$ cat config.mk
export PLATFORM = sky130hd
export DESIGN_NAME = input_port_req
export DESIGN_NICKNAME = d
export VERILOG_FILES = /design/src/rtl/input_port_req.sv
export SDC_FILE = /design/constraint.sdc
export NUM_CORES = 1
export LEC_CHECK = 0
export CAP_MARGIN = 20
export CORE_MARGIN = 2
export CORE_UTILIZATION = 31
export CTS_BUF_LIST = sky130_fd_sc_hd__clkbuf_8
export CTS_CLUSTER_DIAMETER = 120
export CTS_CLUSTER_SIZE = 40
export DETAILED_ROUTE_END_ITERATION = 8
export GPL_TIMING_DRIVEN = 1
export PLACE_DENSITY = 0.59
export SLEW_MARGIN = 10
export SYNTH_ARGS = -nofsm -noshare
export SYNTH_HDL_FRONTEND = slang
export SYNTH_SLANG_ARGS = --single-unit
$ cat constraint.sdc
create_clock -name clk -period 4.3 [get_ports clk]
set_input_delay 0.645 -clock clk [delete_from_list [all_inputs] [get_ports clk]]
set_output_delay 0.645 -clock clk [all_outputs]
set_load 0.02 [all_outputs]
$ cat src/rtl/input_port_req.sv
// Router input port: 2-entry flit FIFO, XY route request to the output arbiters, grant handshake.
// Optional build macro IPR_GNT_CHECK_EN enables the sticky grant-protocol error flag on err.
module input_port_req (
    input  logic        clk,
    input  logic        reset,
    input  logic        in_valid,
    output logic        in_ready,
    input  logic [63:0] in_data,
    output logic [4:0]  req,
    input  logic [4:0]  gnt,
    output logic        out_valid,
    output logic [63:0] out_data,
    output logic        err
);

    typedef enum logic [1:0] {StIdle, StReq, StGrant} state_e;

    localparam logic [4:0] RouteN  = 5'b10000;
    localparam logic [4:0] RouteS  = 5'b01000;
    localparam logic [4:0] RouteE  = 5'b00100;
    localparam logic [4:0] RouteW  = 5'b00010;
    localparam logic [4:0] RoutePe = 5'b00001;

    state_e      state_q, state_d, cur_state;
    logic [63:0] mem_q [2];
    logic [63:0] mem_d [2];
    logic        wr_ptr_q, wr_ptr_d;
    logic        rd_ptr_q, rd_ptr_d;
    logic [1:0]  count_q, count_d;
    logic        out_valid_q, out_valid_d;
    logic [63:0] out_data_q, out_data_d;

    logic [63:0]       head;
    logic signed [3:0] hx, hy;
    logic [4:0]        route, route_req;
    logic [63:0]       stepped;
    logic              hit, push, pop;

    assign head = mem_q[rd_ptr_q];
    assign hx   = head[55:52];
    assign hy   = head[51:48];

    always_comb begin
        route = RoutePe;
        if (hx > 4'sd0)      route = RouteE;
        else if (hx < 4'sd0) route = RouteW;
        else if (hy > 4'sd0) route = RouteN;
        else if (hy < 4'sd0) route = RouteS;
    end

    // route_req is the request before the grant-cycle mask; the grant is matched against it.
    assign route_req = (state_q == StReq) ? route : 5'b00000;
    assign hit       = |(gnt & route_req);
    assign cur_state = (state_q == StReq && hit) ? StGrant : state_q;
    assign req       = (cur_state == StReq) ? route : 5'b00000;
    assign in_ready  = (count_q != 2'd2);
    assign push      = in_valid & in_ready;
    assign pop       = (cur_state == StGrant);

    always_comb begin
        stepped = head;
        unique case (route)
            RouteE:  stepped[55:52] = hx - 4'sd1;
            RouteW:  stepped[55:52] = hx + 4'sd1;
            RouteN:  stepped[51:48] = hy - 4'sd1;
            RouteS:  stepped[51:48] = hy + 4'sd1;
            default: stepped = head;
        endcase
    end

    always_comb begin
        mem_d       = mem_q;
        wr_ptr_d    = wr_ptr_q;
        rd_ptr_d    = rd_ptr_q;
        out_data_d  = out_data_q;
        out_valid_d = pop;
        if (push) begin
            mem_d[wr_ptr_q] = in_data;
            wr_ptr_d        = ~wr_ptr_q;
        end
        if (pop) begin
            rd_ptr_d   = ~rd_ptr_q;
            out_data_d = stepped;
        end
        count_d = count_q + {1'b0, push} - {1'b0, pop};
        state_d = (count_d != 2'd0) ? StReq : StIdle;
    end

    always_ff @(posedge clk or negedge reset) begin
        if (!reset) begin
            state_q     <= StIdle;
            mem_q[0]    <= '0;
            mem_q[1]    <= '0;
            wr_ptr_q    <= 1'b0;
            rd_ptr_q    <= 1'b0;
            count_q     <= 2'd0;
            out_valid_q <= 1'b0;
            out_data_q  <= '0;
        end else begin
            state_q     <= state_d;
            mem_q       <= mem_d;
            wr_ptr_q    <= wr_ptr_d;
            rd_ptr_q    <= rd_ptr_d;
            count_q     <= count_d;
            out_valid_q <= out_valid_d;
            out_data_q  <= out_data_d;
        end
    end

    assign out_valid = out_valid_q;
    assign out_data  = out_data_q;

`ifdef IPR_GNT_CHECK_EN
    logic err_q, err_d;
    logic gnt_stray, gnt_multi;

    assign gnt_stray = |(gnt & ~route_req);
    assign gnt_multi = |(gnt & (gnt - 5'd1));

    always_comb begin
        err_d = err_q | gnt_stray | gnt_multi;
    end

    always_ff @(posedge clk or negedge reset) begin
        if (!reset) err_q <= 1'b0;
        else        err_q <= err_d;
    end

    assign err = err_q;
`else
    assign err = 1'b0;
`endif

endmodule

==> impl_results.md, run 1 <==
* Area of the die at 29100 um2
* Layout area overhead at 25.9%
* Clk sinks at 198
* Root buf cell: clkbuf_8
* WL/cell at ~17 um
* Initial antenna violation count at 2
* Vias in the first global route at 5607
* Slowest cell on the critical path: clkdlybuf4s50_1
* Max-cap violations at 0
* # setup viols final at 0
* Final setup TNS at 0 ps
* Syn Nets at 625
* Setup crit end: req[2]
* Wirelength, routed at 18600 um
* Unique masters post-synth at 41
* Layout cells sized above 1 at a little over two fifths
* Routability Congestion at 0.798
* Slew Limit Headroom at about a third
* Core area at 27100 um2
* Peak supply drop at 0.357 mV
* Type of the worst setup path: register to output port
* Synthesized cell area at 8600 um2
* Max clock buf depth at 2
* # fillers at 2534
* Reg2reg start: rd_ptr_q$_DFFE_PN0N_
* Clock skew at 16.9 ps
* Final Power at 0.00924 W
* TritonCTS clock tree: yes
* DR iter-0 viols at 182
* I/O pin total at 144
* Critical R2R Capture: state_q[0]$_DFF_PN0_
* Stages on the worst setup path at 7
* Num rows at 60
* CP Data Arrival Time at 3380 ps
* Fin crit share at 93.5%
* Global-route wire length before repair at 30400 um
* Sequential fraction of the synthesis area at approximately 58%
* Reg2reg setup slack at around 1200 ps
* RSZ-0062 raised after global routing: no
* Post-CTS Hold Buffers at 0
* CP required at between 3000 and 4000 ps
* Worst hold path type: input pin to asynchronous set/reset pin
* Syn_area_per_cell at 15.7 um2
* Clock-pin slew on the worst setup and hold paths at 110 ps
* Cell chain of the critical path: buf_6 -> nor4b_4 -> nor4b_1 -> a221o_1 -> or3_1 -> nor4_1 -> clkdlybuf4s50_1
* TritonCTS Buffers at 17
* Initial Util at a little under a third
* Worst setup SP type: register
* Min Clock Period, post-route at 4020 ps
* Pin count of the biggest net entering global routing at about 120
* Final antenna-violating net count at 0
* R2R depth at 11
* Critical path launch point: rd_ptr_q$_DFFE_PN0N_
* Total track usage at between 10% and 20%
* Top Family by Delay on Critical Path: simple AND/OR/NAND/NOR gates
* Endpoint class of the critical path: output port
* 1st-pass router iterations at 4
* F_max at 249 MHz
* Buffers plus inverters on the worst setup path at 2
* Nets at 768
* Die width at 171 um
* Hpwl dp at 12400 um
* Number of port buffers at around 140
* Via density at ~4.6
* Final Max Slew Viols at 0
* Count of final hold-check violations at 0
* Most common cell after layout, fill and taps aside: mux2_2
* Grt ovf at 0
* Htree depth at 4
* Via count at 4928
* FF+latch count, synth at about 200
* Crit path max fanout at 23
* Slew @ Worst Pin at between 900 and 1000 ps
* Pwr/cell area at 854 nW/um2
* DRC at 0
* CP max stage delay at roughly 650 ps
* Clk_lat worst skew at 450 ps
* Synth Instances at 546
* Setup Buffers After CTS at 0
* Status: finished, final reports clean
* Die height at 171 um
* Synth warn at 0
* LEAKAGE at 4.50 nW
* Most frequent cells in the layout: mux2_2, dfrtp_1, clkdlybuf4s50_1, mux2_4, clkbuf_8
-- final cells by class --
| class | count | area (um2) | area share [%] |
|---|---|---|---|
| clock inverters | 13 | 113 | 1.04 |
| clock buffers | 19 | 262 | 2.42 |
| repair buffers | 151 | 1510 | 13.9 |
| well taps | 372 | 465 | 4.30 |
| diodes | 2 | 5.00 | 0.0462 |
| flip-flops and latches | 198 | 4960 | 45.8 |
| inverters | 6 | 22.5 | 0.208 |
| multi-input cells | 315 | 3490 | 32.2 |
-- cells by family (layout without fill, tap and decap cells) --
kind of cell / after synthesis / count (layout) / share of synthesized area, %
adders and majority gates: 7 / 7 / 1.19
xor gates and xnor gates: 7 / 7 / 0.713
and+or+nand+nor: 28 / 28 / 2.01
other: 1 / 3 / 0.0436
buffers and inverters: 33 / 189 / 2.11
AOI/OAI and AO/OA: 15 / 15 / 1.51
DFF: 198 / 198 / 57.6
muxes: 257 / 257 / 34.8
-- worst reg2reg max path: cells and delay by family (launching register included) --
kind,cells,cell delay (ps)
compound gates,2,540
xor+xnor,2,440
fa+ha+maj,1,170
buf+inv,2,600
flops,1,510
mux,1,80
simple gates,3,690
-- cell usage after synthesis, drive strengths merged --
cell,number,area share (%)
a211oi,1,0.087
a21o,1,0.087
a21oi,1,0.058
a221o,1,0.12
buf,11,1.1
clkbuf,16,0.70
conb,1,0.044
dfrtp,198,58
fa,2,0.47
ha,5,0.73
inv,6,0.26
mux2,254,34
mux2i,3,0.35
nand2,6,0.26
nand2b,2,0.15
nand3,2,0.12
nor2,5,0.22
nor2b,3,0.22
nor3,3,0.17
nor4,2,0.22
nor4b,2,0.38
o211ai,2,0.17
o21a,1,0.087
o21ai,5,0.38
o22a,1,0.10
o32ai,2,0.42
or3,1,0.073
or4,1,0.087
or4b,1,0.12
xnor2,5,0.51
xor2,2,0.20
-- layer usage --
metal / GRT usage [%] / share of wire [%] / wire (um)
met5: 0 / 0 / 0
met1: 16.9 / 44 / 8260
met3: 3.52 / 4.6 / 853
met2: 23.2 / 50 / 9360
met4: 2.56 / 0.63 / 118
-- through the flow --
stage	cells	area (um2)	util (%)	setup slack [ps]	hold WS, ps
global route	1074	10800	39.9	66.5	375
global placement	1042	10400	38.5	638	481
detailed placement	1042	10400	38.5	652	491
floorplan	546	8600	-	1230	349
CTS	1074	10800	39.9	121	349
finish	1076	10800	39.9	278	320
-- registers in the layout, summed over array words and instances (netlist names) --
name       cells
rd_ptr_q       1
count_q        2
mem_q        128
wr_ptr_q       1
out_valid      1
out_data      64
state_q        1
-- worst min-delay path by stage --
stage / slack [ps] / to / from
finish: 320 / out_valid$_DFF_PN0_ / reset
global route: 370 / mem_q[57]$_DFFE_PN0P_ / reset
CTS: 350 / out_valid$_DFF_PN0_ / reset
detailed placement: 490 / mem_q[59]$_DFFE_PN0P_ / mem_q[59]$_DFFE_PN0P_
global placement: 480 / mem_q[60]$_DFFE_PN0P_ / mem_q[60]$_DFFE_PN0P_
floorplan: 350 / count_q[0]$_DFF_PN0_ / reset
-- power breakdown --
| part | leakage [nW] | internal (W) | switching [W] |
|---|---|---|---|
| clock network | 0.187 | 0.000451 | 0.000693 |
| registers | 2.34 | 0.00286 | 0.000540 |
| logic | 1.98 | 0.00271 | 0.00199 |
| total | 4.50 | 0.00602 | 0.00322 |
-- timing repair --
| action | in CTS | in global routing |
|---|---|---|
| setup endpoints to repair | 0 | 3 |
| resized for setup | 0 | 1 |
| endpoints found under the hold margin | 0 | 0 |
(Power assumes the default switching activity.)
==> run 2: changes to the inputs <==
==> constraint.sdc (replaced) <==
create_clock -name clk -period 5.1 [get_ports clk]
set_input_delay 0.765 -clock clk [delete_from_list [all_inputs] [get_ports clk]]
set_output_delay 0.765 -clock clk [all_outputs]
set_load 0.02 [all_outputs]
==> run 2 against run 1 <==
Against the previous run: register-to-register slack improved by 570 ps; highest routed layer unchanged; design area up 0.15%; flip-flop and latch count did not move; critical endpoint unchanged; hold slack better by 82 ps.
==> impl_results.md, run 2 (synthesized netlist as in run 1, its figures left out) <==
* Htree depth at 4
* Grt ovf at 0
* Endpoint class of the critical path: output port
* Layout cells sized above 1 at 43.1%
* Max FFs per register at 128
* TritonCTS Buffers at 17
* Routability Congestion at 0.754
* Stages on the worst setup path at 6
* Antenna fix cells at 0
* Slowest cell on the critical path: clkdlybuf4s50_1
* Nets at 766
* Initial antenna violation count at 0
* Max-cap violations at 0
* Critical R2R Capture: state_q[0]$_DFF_PN0_
* Layer with the highest usage: met2
* Num rows at 60
* Sw Share at roughly a third
* Final Max Slew Viols at 0
* LEAKAGE at 4.52 nW
* Core area at 27100 um2
* Die width at 171 um
* Count of final hold-check violations at 0
* Worst hold path type: input pin to asynchronous set/reset pin
* Post-CTS Hold Buffers at 0
* Combinational fraction of design power at 50.5%
* Slew @ Worst Pin at between 900 and 1000 ps
* Setup Buffers After CTS at 0
* GR Layer Usage met3 at 3.35%
* Slew Limit Headroom at 36.7%
* Clk_lat worst skew at 470 ps
* DRC at 0
* Pwr/cell area at 727 nW/um2
* CP required at 4340 ps
* Die height at 171 um
* Peak supply drop at between 0.3 and 0.4 mV
* Crit path max fanout at 14
* Cell chain of the critical path: nor4_2 -> nor4b_1 -> a221o_1 -> or3_1 -> nor4_1 -> clkdlybuf4s50_1
* Buffers plus inverters on the worst setup path at 1
* DR iter-0 viols at around 150
* WL/cell at 17.7 um
* CP Data Arrival Time at 3460 ps
* Final antenna-violating net count at 0
* Sequential share of power at 36.4%
* Initial Util at 31.7%
* R2R depth at 10
* # fillers at about 2500
* RSZ-0062 raised after global routing: no
* 1st-pass router iterations at 4
* Max clock buf depth at 2
* Number of port buffers at approximately 140
* P_sw at between 0.002 and 0.003 W
* Most frequent cells in the layout: mux2_2, dfrtp_1, clkdlybuf4s50_1, mux2_4, clkbuf_8
* Total track usage at between 10% and 20%
* Worst setup SP type: register
* Vias in the first global route at 5521
* CP max stage delay at around 660 ps
* TritonCTS clock tree: yes
* Final setup TNS at 0 ps
* Reg2reg start: rd_ptr_q$_DFFE_PN0N_
* Hpwl dp at 12300 um
* Clock skew at 20.9 ps
* Met2 usage at 22.1%
* I/O pin total at roughly 140
* Most common cell after layout, fill and taps aside: mux2_2
* Area of the die at 29100 um2
* Min Hold Slack at 402 ps
* F_max at between 200 and 250 MHz
* Via count at between 4000 and 5000
* Root buf cell: clkbuf_8
* Status: finished, final reports clean
* Pin count of the biggest net entering global routing at about 120
* Global-route wire length before repair at between 20000 and 30000 um
* Top Family by Delay on Critical Path: simple AND/OR/NAND/NOR gates
* Via density at 4.60
* Post-CTS Resized at 0
* Clock-pin slew on the worst setup and hold paths at ~120 ps
* Type of the worst setup path: register to output port
* Clk sinks at 198
* Most flops, register: mem_q
* # setup viols final at 0
* Fin crit share at between 80% and 90%
* Grt met1 use at 17.2%
* Min Clock Period, post-route at between 4000 and 5000 ps
* Layout area overhead at 26.1%
* Clock network fraction of design power at 13.1%
* Reg2reg setup slack at 1740 ps
* Int Power at around 0.0051 W
* Wirelength, routed at 19000 um
## run 2: cell types whose count changed in the layout (fill, tap and decap cells not counted), sizes merged
cell | before | now
buf | 9 | 7
clkbuf | 20 | 18
clkinv | 2 | 6
clkinvlp | 3 | 0
diode | 2 | 0
bufinv | 0 | 1
## run 2: how the worst max path moves through the flow
stage	start	to	slack, ps
CTS	rd_ptr_q$_DFFE_PN0N_	req[2]	870
global route	rd_ptr_q$_DFFE_PN0N_	req[2]	740
finish	rd_ptr_q$_DFFE_PN0N_	req[2]	870
detailed placement	gnt[3]	req[2]	1320
floorplan	rd_ptr_q$_DFFE_PN0N_	req[2]	1910
global placement	gnt[3]	req[2]	1340
## run 2: through the flow
stage | cell area (um2) | std cells | util, % | power, W | setup slack, ps
after floorplan | 8600 | 546 | - | 0.00568 | 1910
after global placement | 10400 | 1039 | 38.4 | 0.00676 | 1340
after detailed placement | 10400 | 1040 | 38.5 | 0.00695 | 1320
after CTS | 10800 | 1072 | 40.0 | 0.00801 | 866
after global routing | 10800 | 1072 | 40.0 | 0.00840 | 737
final | 10800 | 1072 | 40.0 | 0.00788 | 875
## run 2: metal layers
metal	part of all wire, %	vias to the layer above
met4	0.93	0
met5	0	-
met2	49	102
li1	-	2229
met1	46	2589
met3	4.5	11
## run 2: worst register-to-register path: cells and delay by family (launching register included)
kind | cells | cell delay, ps
adders and majority gates | 1 | 180
buffers and inverters | 1 | 440
AOI/OAI and AO/OA | 2 | 570
DFF | 1 | 590
xor gates and xnor gates | 2 | 490
muxes | 1 | 70
and+or+nand+nor | 3 | 900
## run 2: power by group through the flow
stage / Sequential, W / Clock [W] / Combinational [W]
after CTS: 0.00288 / 0.00109 / 0.00405
after global placement: 0.00284 / 0 / 0.00392
final: 0.00287 / 0.00103 / 0.00398
after global routing: 0.00297 / 0.00115 / 0.00428
after detailed placement: 0.00292 / 0 / 0.00403
after floorplan: 0.00308 / 0 / 0.00260
## run 2: layout make-up
cell class              instances  area, um2  share of cell area, %
multi-input cells             315       3490                   32.2
clock buffers                  17        234                   2.16
flip-flops and latches        198       4960                   45.7
inverters                       6       22.5                  0.208
clock inverters                15        168                   1.55
repair buffers                149       1500                   13.9
well taps                     372        465                   4.29
==> RTL change 1: new RTL, settings of run 1 <==
Build with the macro `IPR_GNT_CHECK_EN` defined.
--- a/src/rtl/input_port_req.sv
+++ b/src/rtl/input_port_req.sv
@@ -1,5 +1,7 @@
 // Router input port: 2-entry flit FIFO, XY route request to the output arbiters, grant handshake.
 // Optional build macro IPR_GNT_CHECK_EN enables the sticky grant-protocol error flag on err.
+`define IPR_GNT_CHECK_EN
+
 module input_port_req (
     input  logic        clk,
     input  logic        reset,
Formal check against the unedited RTL: not equivalent (a bounded check fails within 4 cycles, from zero or initial values and one cycle with reset low).
==> RTL change 1 against run 1 <==
Critical path depth decreased by 2; setup slack improved by 0.038 ns; count of clock-buffer cells in the layout decreased by 1; via count increased by 2.3%; core utilization shrank 0.94 points; sequential cell count is 1 higher; synthesized area up 4.0%; clock skew grew 0.0049 ns; global-route usage down 0.57 points; routed wire length hardly changed; final area increased by 2.9%; power grew 4.4%.
==> RTL change 1: results (changes against run 1) <==
stage,metric,value,unit,change
outcome,status,"complete, no violations",,
global_route,grt_pass1_vias,5490,,-2.1%
worst_setup_path,crit_end,req[4],,
power,irDropWorstVdd,0.0003513,V,-1.5%
sta,fin_skew,0.02183,ns,+0.004913 ns
worst_setup_path,r2r_start,rd_ptr_q,,
synthesis,yosys-top-cells-area,"dfrtp_1, mux2_2, mux2_4",,
global_route,track_usage,12.84,%,-0.57 points
synthesis,syn_avg_cell_area,15.74,µm²,about the same
sta,max_freq,251.0,MHz,+0.97%
synthesis,synth-compound-area-share,1.735,%,+0.22 points
synthesis,synth_edf_count,0,,unchanged
clock_tree,cts_resized,0,,unchanged
drt,first_pass_iters,4,,unchanged
finish,largest-register,mem_q,,
clock_tree,path_clk_slew,0.11,ns,about the same
drt,dr.first_iter.drc_count,205,,+13%
drt,wl_per_cell,16.82,µm,-2.6%
clock_tree,clock_tree.buffer_depth,2,,unchanged
global_route,grt_pass1_wl,30.70,mm,+1.1%
placement,io_buffer_count,143,,+0.70%
placement,placed_cells,1074,,+3.1%
drt,wl,18.60,mm,about the same
finish,drive_above_1_share,41.83,%,-1.5 points
synthesis,synth.yosys.seq_area_share,55.70,%,-1.9 points
placement,hpwl,11.50,mm,-7.0%
sta,hold_viol,0,,unchanged
synthesis,ys_warn_count,0,,unchanged
synthesis,syn_nets,647,,+3.5%
sta,relSlewSlack,46.64,%,+12 points
worst_setup_path,r2r_slack,1.04,ns,-0.13 ns
placement,place.gp.congestion,0.8121,,+1.7%
worst_setup_path,reg2reg_to,out_data[0],,
synthesis,synth_fa_ha_area_share,1.147,%,-0.046 points
synthesis,synth-xor-area-share,0.6857,%,-0.027 points
finish,nNetsFinal,789,,+2.7%
worst_setup_path,r2r_cells,7,,-4
synthesis,muxShareOfSynthArea,34.82,%,about the same
worst_setup_path,cp_max_fo,35,,+52%
worst_setup_path,cp.arrival,3.34,ns,-0.04 ns
synthesis,synth-async-reset-ratio,100.0,%,unchanged
power,leakagePower,0.004657,µW,+3.5%
global_route,grt_max_degree,96,,-21%
synthesis,yosys-top-cells-count,"dfrtp_1, mux2_2, mux2_4, clkbuf_1, nor2_1",,
synthesis,synth_cell_types,48,,+17%
placement,pre_cts_ws,0.7841,ns,+0.1319 ns
finish,diodes,0,,-2
synthesis,synthFlopType,dfrtp_1,,
clock_tree,ctsHtreeMaxLevel,4,,unchanged
clock_tree,cts_buffers,17,,unchanged
drt,num_vias,5041,,+2.3%
global_route,antenna_found_initial,0,,-2
==> RTL change 1: changes by cell type in the layout (fill, tap and decap cells not counted), sizes merged, moves of 3 or more <==
cell	change
nand2	+3
nor2	+5
o21ai	-3
inv	-4
clkinv	+4
==> RTL change 1: final cells by class <==
type	count	area (µm²)
inverters	6	23.77
multi-input cells	335	3731
clock buffers	18	247.7
clock inverters	13	147.6
fillers	2738	17410
repair buffers	151	1520
flip-flops and latches	199	4984
well taps	384	480.5
==> RTL change 1: how the worst min path moves through the flow <==
| stage | from | end | slack [ns] | cells after the start |
|---|---|---|---|---|
| after floorplan | reset | count_q[0] | 0.35 | 0 |
| after global placement | err | err | 0.46 | 1 |
| after detailed placement | err | err | 0.47 | 1 |
| after CTS | reset | mem_q[58] | 0.27 | 1 |
| after global routing | reset | mem_q[58] | 0.30 | 1 |
| final | reset | out_data[56] | 0.25 | 1 |
==> RTL change 1: worst max-delay path, stage by stage (launching register included) <==
cell             delay (ns)
dfrtp_4                0.76
or4b_2                 0.66
a21oi_1                0.36
nand2_1                0.16
nor3_1                 0.28
clkdlybuf4s50_1        0.67
==> RTL change 1: per-stage QoR <==
step | hold WS, ns | area [µm²]
detailed placement | 0.4722 | 10720
finish | 0.2465 | 11130
CTS | 0.2687 | 11110
floorplan | 0.3494 | 8941
global placement | 0.4583 | 10720
global route | 0.2983 | 11130
==> RTL change 1: layer usage <==
| layer | track usage [%] | wire (µm) |
|---|---|---|
| met1 | 17.81 | 9087 |
| met2 | 19.84 | 8354 |
| met3 | 3.399 | 943 |
| met4 | 3.571 | 219 |
| met5 | 0 | 0 |
==> RTL change 1: power by group <==
| part | switching [µW] | internal [µW] |
|---|---|---|
| Combinational | 2030 | 2930 |
| Clock | 702 | 541 |
| Sequential | 586 | 2870 |
==> RTL change 1: cells by family (layout without fill, tap and decap cells) <==
kind of cell / count (synthesis) / after routing
buffers and inverters: 34 / 188
adders and majority gates: 7 / 7
xor gates and xnor gates: 7 / 7
muxes: 257 / 257
and+or+nand+nor: 43 / 43
DFF: 199 / 199
AOI/OAI and AO/OA: 21 / 21
==> RTL change 2: new RTL, flow settings as in run 1 <==
Made on the original files. `out_data_q` no longer has a reset.
--- a/src/rtl/input_port_req.sv
+++ b/src/rtl/input_port_req.sv
@@ -95,7 +95,6 @@
             rd_ptr_q    <= 1'b0;
             count_q     <= 2'd0;
             out_valid_q <= 1'b0;
-            out_data_q  <= '0;
         end else begin
             state_q     <= state_d;
             mem_q       <= mem_d;
@@ -103,8 +102,11 @@
             rd_ptr_q    <= rd_ptr_d;
             count_q     <= count_d;
             out_valid_q <= out_valid_d;
-            out_data_q  <= out_data_d;
         end
+    end
+
+    always_ff @(posedge clk) begin
+        out_data_q <= out_data_d;
     end
 
     assign out_valid = out_valid_q;
Formal check against the unedited RTL: differs if reset is asserted again (counterexample within 4 cycles, from zero or initial values and one cycle with reset low); with reset held inactive, the same outputs for 4 cycles.
==> RTL change 2 against run 1 <==
Critical endpoint is now req[4]; sequential cell count unchanged; worst hold slack got worse by 0.020 ns; power decreased by 6.6%; routed wire length decreased by 11%; die area decreased by 6.0%; register-to-register slack got worse by 0.17 ns; synthesized cell count decreased by 13%; synthesized area decreased by 6.1%; combinational power decreased by 21%; final area decreased by 4.7%; largest power group unchanged; via count decreased by 8.9%; setup slack improved by 0.049 ns.
==> RTL change 2: results (changes against run 1) <==
stage,metric,value,unit,change
drt,wl_per_cell,17.05,µm,-1.3%
worst_setup_path,critPathLaunch,rd_ptr_q,,
worst_hold_path,holdCritPathClass,in2async,,
synthesis,synth_cell_types,42,,+2.4%
sta,relSlewSlack,35.49,%,+1.2 points
synthesis,synthFlopType,dfrtp_1,,
worst_setup_path,cp_max_fo,25,,+8.7%
power,leakagePower,0.003962,µW,-12%
clock_tree,path_clk_slew,0.11,ns,about the same
finish,fillCellCount,2397,,-5.4%
drt,via_per_inst,4.616,,+0.78%
clock_tree,cts-root-buf,clkbuf_8,,
clock_tree,clock_tree.buffer_depth,2,,unchanged
clock_tree,ctsHtreeMaxLevel,4,,unchanged
placement,io_buffer_count,142,,unchanged
worst_setup_path,slowest_stage,nor4_2,,
synthesis,yosys-top-cells-area,"dfrtp_1, mux2_2, edfxtp_1",,
finish,drive_above_1_share,38.40,%,-4.9 points
global_route,antenna_found_initial,0,,-2
clock_tree,cts_resized,0,,unchanged
sta,fin_skew,0.02012,ns,+0.003200 ns
worst_setup_path,r2r_slack,1.00,ns,-0.17 ns
outcome,status,"complete, no violations",,
global_route,track_usage,12.74,%,-0.67 points
synthesis,synth.yosys.seq_area_share,65.35,%,+7.7 points
drt,antenna_left,0,,unchanged
worst_setup_path,crit_path_max_incr_delay,0.65,ns,about the same
placement,place.gp.congestion,0.7548,,-5.5%
synthesis,synth-async-reset-ratio,67.68,%,-32 points
synthesis,yosys-top-cells-count,"mux2_2, dfrtp_1, edfxtp_1, clkbuf_1",,
power,irDropWorstVdd,0.0004232,V,+19%
placement,hpwl,10.79,mm,-13%
drt,dr.first_iter.drc_count,205,,+13%
clock_tree,cts_buffers,17,,unchanged
global_route,grt_pass1_wl,26.57,mm,-12%
finish,largest-register,mem_q,,
finish,diodes,0,,-2
synthesis,synth_edf_count,64,,+64
drt,first_pass_iters,4,,unchanged
clock_tree,worstSkewPairLatency,0.46,ns,
global_route,grt_pass1_vias,5110,,-8.9%
global_route,grt_max_degree,103,,-16%
finish,nNetsFinal,704,,-8.3%
clock_tree,cts_setup_buffers,0,,unchanged
synthesis,ys_warn_count,0,,unchanged
sta,setup_viol,0,,unchanged
synthesis,syn_nets,556,,-11%
finish,largest_reg_flops,128,,unchanged
worst_setup_path,cp.arrival,3.33,ns,-0.05 ns
==> RTL change 2: power by group <==
part	leakage [µW]	internal, µW	switching (µW)
combinational	0.00158	1960	1750
sequential	0.00219	3220	481
clock	0.000198	496	729
total	0.00396	5670	2960
==> RTL change 2: worst max-delay path, delay by kind of cell, from the launching register on <==
kind / cells / cell delay, ns
AOI/OAI and AO/OA: 1 / 0.39
buffers and inverters: 1 / 0.62
DFF: 1 / 0.64
and+or+nand+nor: 4 / 1.22
==> RTL change 2: metrics by stage <==
stage | setup WS (ns) | util (%) | hold slack, ns | instances | area (µm²)
after global routing | 0.1165 | 39.94 | 0.3626 | 973 | 10320
after global placement | 0.8388 | 38.31 | 0.4806 | 941 | 9897
final | 0.3266 | 39.94 | 0.3003 | 973 | 10320
after detailed placement | 0.7939 | 38.31 | 0.4867 | 941 | 9897
after floorplan | 1.033 | - | 0.3494 | 477 | 8071
after CTS | 0.2738 | 39.94 | 0.3043 | 973 | 10320
==> RTL change 2: kinds of logic (layout without fill, tap and decap cells) <==
family	Yosys count	after routing	synth area share, %
flops	198	198	65.35
mux	193	193	26.90
simple gates	30	30	2.449
buf+inv	26	187	1.442
compound gates	15	15	1.783
fa+ha+maj	7	7	1.271
xor+xnor	7	7	0.7596
other cells	1	1	0.04646
==> RTL change 2: path summary, 6_finish.rpt <==
path	end	cells after the start
worst max register to register	out_data[34]	6
worst max-delay path	req[4]	6
min in group clk	mem_q[60]	1
worst min-delay path	mem_q[51]	1
max in group asynchronous	mem_q[40]	2
worst min register to register	mem_q[60]	1
==> RTL change 2: metal layers <==
metal,GRT usage [%],share of wire [%],up-vias
met5,0,0,-
met4,3.487,0.83,0
met3,3.871,5.6,8
met2,22.97,53,94
met1,14.64,41,2344
li1,-,-,2045
==> RTL change 2: cell type report <==
cell class              count  area share [%]
clock inverters            15           1.819
flip-flops and latches    198           51.16
clock buffers              17           2.267
inverters                   6          0.2304
repair buffers            149           14.30
well taps                 335           4.062
multi-input cells         253           26.17
